**src/rtl/mux4to1_arb.sv**
```systemverilog
// Round-robin arbiter sharing one 4-to-1 payload mux among four packet requesters,
// with a single-entry registered output stage. Optional watchdog: MUX4TO1_ARB_TIMEOUT_EN.
module mux4to1_arb #(
  parameter int SIZE    = 8,
  parameter int TIMEOUT = 16
) (
  input  logic            clk,
  input  logic            rst_n,
  input  logic [3:0]      req,
  input  logic [3:0]      last,
  input  logic [SIZE-1:0] data0,
  input  logic [SIZE-1:0] data1,
  input  logic [SIZE-1:0] data2,
  input  logic [SIZE-1:0] data3,
  output logic [3:0]      ready,
  output logic [1:0]      sel,
  output logic            out_valid,
  output logic [SIZE-1:0] out_data,
  output logic            out_last,
  input  logic            out_ready,
  output logic            busy,
  output logic            timeout_err
);

  // Handshake: a beat moves on any rising edge where req[i] & ready[i] are both high;
  // the output beat moves on any rising edge where out_valid & out_ready are both high.

  if (TIMEOUT < 2 || TIMEOUT > 255) begin : g_bad_timeout
    $error("mux4to1_arb: TIMEOUT must lie in 2..255");
  end

  typedef enum logic {
    IDLE = 1'b0,
    HOLD = 1'b1
  } state_t;

  state_t          state_q, state_d;
  logic [1:0]      ptr_q, ptr_d;
  logic [1:0]      sel_q, sel_d;
  logic [1:0]      winner;
  logic [1:0]      idx;
  logic            found;
  logic            any_req;
  logic            space;
  logic            xfer;
  logic            xfer_last;
  logic            timeout_hit;
  logic [SIZE-1:0] mux_data;

  assign any_req = |req;
  assign space   = !out_valid || out_ready;
  assign busy    = (state_q == HOLD);
  assign sel     = sel_q;

  // Only the held grant and output-stage space feed ready, never req.
  assign ready     = (busy && space) ? (4'b0001 << sel_q) : 4'b0000;
  assign xfer      = busy && space && req[sel_q];
  assign xfer_last = xfer && last[sel_q];

  always_comb begin
    winner = ptr_q;
    idx    = ptr_q;
    found  = 1'b0;
    for (int k = 0; k < 4; k++) begin
      idx = ptr_q + 2'(k);
      if (!found && req[idx]) begin
        winner = idx;
        found  = 1'b1;
      end
    end
  end

  always_comb begin
    mux_data = data0;
    case (sel_q)
      2'd0: mux_data = data0;
      2'd1: mux_data = data1;
      2'd2: mux_data = data2;
      2'd3: mux_data = data3;
      default: mux_data = data0;
    endcase
  end

  always_comb begin
    state_d = state_q;
    ptr_d   = ptr_q;
    sel_d   = sel_q;
    case (state_q)
      IDLE: begin
        if (any_req) begin
          sel_d   = winner;
          state_d = HOLD;
        end
      end
      HOLD: begin
        // sel is left alone on release so the mux stays quiet until the next grant.
        if (xfer_last || timeout_hit) begin
          state_d = IDLE;
          ptr_d   = sel_q + 2'd1;
        end
      end
      default: state_d = IDLE;
    endcase
  end

  always_ff @(posedge clk or negedge rst_n) begin
    if (!rst_n) begin
      state_q <= IDLE;
      ptr_q   <= 2'd0;
      sel_q   <= 2'd0;
    end else begin
      state_q <= state_d;
      ptr_q   <= ptr_d;
      sel_q   <= sel_d;
    end
  end

  always_ff @(posedge clk or negedge rst_n) begin
    if (!rst_n) begin
      out_valid <= 1'b0;
      out_data  <= '0;
      out_last  <= 1'b0;
    end else if (xfer) begin
      out_valid <= 1'b1;
      out_data  <= mux_data;
      out_last  <= last[sel_q];
    end else if (out_ready) begin
      out_valid <= 1'b0;
    end
  end

`ifdef MUX4TO1_ARB_TIMEOUT_EN
  logic [7:0] idle_cnt;
  logic       timeout_q;

  // Counts consecutive cycles the grant holder leaves req low; reads 0 on every HOLD entry.
  assign timeout_hit = busy && !req[sel_q] && (idle_cnt == 8'(TIMEOUT - 1));
  assign timeout_err = timeout_q;

  always_ff @(posedge clk or negedge rst_n) begin
    if (!rst_n) begin
      idle_cnt  <= 8'd0;
      timeout_q <= 1'b0;
    end else begin
      timeout_q <= timeout_hit;
      if (!busy || req[sel_q] || timeout_hit) begin
        idle_cnt <= 8'd0;
      end else begin
        idle_cnt <= idle_cnt + 8'd1;
      end
    end
  end
`else
  assign timeout_hit = 1'b0;
  assign timeout_err = 1'b0;
`endif

endmodule
```
**config.mk**
```make
export PLATFORM = sky130hd
export DESIGN_NAME = mux4to1_arb
export DESIGN_NICKNAME = d
export VERILOG_FILES = /design/src/rtl/mux4to1_arb.sv
export SDC_FILE = /design/constraint.sdc
export NUM_CORES = 1
export LEC_CHECK = 0
export ABC_AREA = 0
export CAP_MARGIN = 0
export CORE_MARGIN = 2
export CORE_UTILIZATION = 36
export DETAILED_ROUTE_END_ITERATION = 12
export GPL_TIMING_DRIVEN = 0
export PLACE_DENSITY = 0.79
export SLEW_MARGIN = 20
export SYNTH_ARGS = -nofsm -noshare
export SYNTH_HDL_FRONTEND = slang
export SYNTH_SLANG_ARGS = --single-unit
```
**constraint.sdc**
```tcl
create_clock -name clk -period 1.8 [get_ports clk]
set_input_delay 0.45 -clock clk [delete_from_list [all_inputs] [get_ports clk]]
set_output_delay 0.45 -clock clk [all_outputs]
set_load 0.01 [all_outputs]
```
==> run metrics <==
Design Area, Final 1800 um2; switching power roughly 1.1 mW; RSZ-0062 raised after global routing yes; Fin Hold WS 510 ps; Core Util, Final 67.2%; GR Overflow Total 0; CTS sink cnt 15; initial cell density of the core 36.8%; H-tree lvl count 1; die height 56.4 um; Remaining DRCs 0; Slew @ Worst Pin 714 ps; Static Leak 0.784 nW; hpwl dp 2220 um; 1st-pass router iterations 5; Internal Power between 1.5 and 2 mW; Final ANT Viol Nets 0; status finished clean; CP max FO 5; Die W roughly 56 um; sequential element share of the synthesized area between 30% and 40%; Placed Area 1620 um2; post-synth top area cell dfrtp_1; Clock Power Share 7.2%; Worst IR Drop VDD 1.14 mV; max_slew headroom 52.2%; Clock Tree Root clkbuf_4; syn_nets 142; Clock Tree Buf Depth 2; CTS tree done; largest net degree at the start of global routing 16; synthesized cell area 988 um2; power after layout 2.74 mW; setup ws final 17.8 ps; Core Area 2690 um2; iteration-0 DRC count of the detailed router 74; std cell rows 19; Final Hold Viols 0; Max Fclk approximately 0.56 GHz; Req. time, crit path 1960 ps; Worst-Skew Late Latency about 280 ps; antenna violations before repair 0; die area 3180 um2; DR vias/cell 5.41; I/O pins 61; hold buffer count at CTS 0; Finished Layout Cells 198; max cap viols 0; Port-buffer cells 59; first-pass GRT wire length 5050 um; Cells after Synth 94; Sw Share 39.4%; Data arrival, critical path 1950 ps; period utilization 99.0%; number of buffers created by CTS 3; Comb pwr share between 60 and 70%; final WL 3210 um; Startpoint Class flop; Antenna Cells 0; Final GP Congestion 0.762; HP Class flop to flop; #FFs+latches synth 15; Flop pwr share 24.0%; fin nets 216; Netlist cell types 31; setup TNS 0 ps; Vias 1072; worst slack at placement -591 ps; Crit Path Class flop to flop; cell total after placement 184; final max-slew violation count 0; synthesis warning total 0; wire length per cell about 16 um; Area contributors post-synth dfrtp_1, mux2_2, a222oi_1; Setup-failing EPs final 0; GRT Total Usage 20.4%; share of post-route cells with drive strength above 1 27.5%; Yosys top cell area share 38.0%; PwrDens approximately 1500 nW/um2; Final min period between 1500 and 2000 ps; crit end category flop; Area Overhead vs Synth 82.5%; CTS clk-pin slew, worst paths 100 ps; vias in the first global route 1097; # fillers 217; syn_area_per_cell 10.5 um2; Layout Skew 7.75 ps
==> sequential cells by signal (all words and copies together), names as in the netlist <==
name and cells:
busy 1, out_data 8, out_last 1, out_valid 1, ptr_q 2, sel 2
==> Yosys cell counts <==
cell / count
a21bo_2: 1
a21oi_1: 2
nand3_4: 1
nand4_2: 1
dfrtp_1: 15
a222oi_1: 8
clkbuf_1: 4
mux2_2: 8
and3_1: 4
a31oi_1: 1
or4_1: 1
mux2_4: 1
nand2b_1: 2
ha_1: 5
o21ai_0: 11
o21a_1: 1
o21bai_1: 1
nor2b_1: 3
buf_4: 1
nor2_1: 1
conb_1: 1
mux2i_1: 1
nand2_1: 9
a21boi_0: 1
nor3_1: 1
inv_1: 4
and2_1: 1
mux4_2: 1
a211o_1: 1
mux4_1: 1
a41o_1: 1
==> placed cells by master, fill, tap and decap left out, types with 2 or more instances in the layout <==
cell and n:
inv_2 2, mux2_2 8, a21oi_1 2, dfrtp_1 12, buf_6 4, a222oi_1 8
buf_2 2, dlygate4sd2_1 6, inv_1 2, nor2b_1 3, o21ai_0 10, dfrtp_2 3
ha_4 3, nand3_4 2, buf_4 11, clkbuf_4 3, ha_1 2, and3_1 2
clkdlybuf4s50_1 48, and3_4 2, nand2_1 9
==> critical path, stage by stage (launching register included) <==
cell and delay (ps):
dfrtp_2 440, buf_6 130, mux4_2 610, nand3_4 140, mux2_2 350
==> final timing paths <==
path / cells after the start / slack [ps] / start / to
worst min-delay path: 1 / 510 / out_last$_DFFE_PN0P_ / out_last$_DFFE_PN0P_
min in group asynchronous: 1 / 590 / rst_n / out_data[1]$_DFFE_PN0P_
max in group asynchronous: 1 / 710 / rst_n / busy$_DFF_PN0_
worst max register to register: 4 / 20 / sel[0]$_DFFE_PN0P_ / out_data[2]$_DFFE_PN0P_
worst max-delay path: 4 / 20 / sel[0]$_DFFE_PN0P_ / out_data[2]$_DFFE_PN0P_
worst min register to register: 1 / 510 / out_last$_DFFE_PN0P_ / out_last$_DFFE_PN0P_
==> cell type report <==
type | count | area (um2) | area share, %
multi-input cells | 71 | 657 | 36.4
flip-flops and latches | 15 | 379 | 21.0
clock buffers | 4 | 26.3 | 1.46
well taps | 31 | 38.8 | 2.15
plain buffers | 2 | 12.5 | 0.693
inverters | 4 | 15.0 | 0.832
repair buffers | 71 | 676 | 37.4
==> cell families after synthesis <==
group           Yosys count  synth area share [%]
compound gates           28                  20.5
simple gates             24                  14.4
flops                    15                  38.0
mux                      12                  16.6
buf+inv                   9                  3.80
fa+ha+maj                 5                  6.33
other cells               1                 0.379
==> power groups by stage <==
| stage | Clock (mW) | Combinational [mW] | Sequential (mW) |
|---|---|---|---|
| CTS | 0.200 | 1.74 | 0.641 |
| finish | 0.197 | 1.88 | 0.658 |
| detailed placement | 0 | 1.52 | 0.676 |
| global route | 0.222 | 2.02 | 0.685 |
| floorplan | 0 | 0.810 | 0.710 |
| global placement | 0 | 1.47 | 0.663 |
==> routing by layer <==
metal	wire (um)	vias to the layer above	track usage (%)
met5	0	-	0
met4	36	0	5.10
met3	176	4	4.84
met2	1730	41	38.3
met1	1270	516	23.0
li1	-	511	-
==> repair_timing <==
item,4_1_cts,5_1_grt
pin swaps,3,4
resized for setup,34,13
setup buffers,11,1
setup endpoints to repair,16,12
gates cloned,1,0
hold endpoints to repair,0,0
No activity file was read; power rests on OpenSTA's default activity.
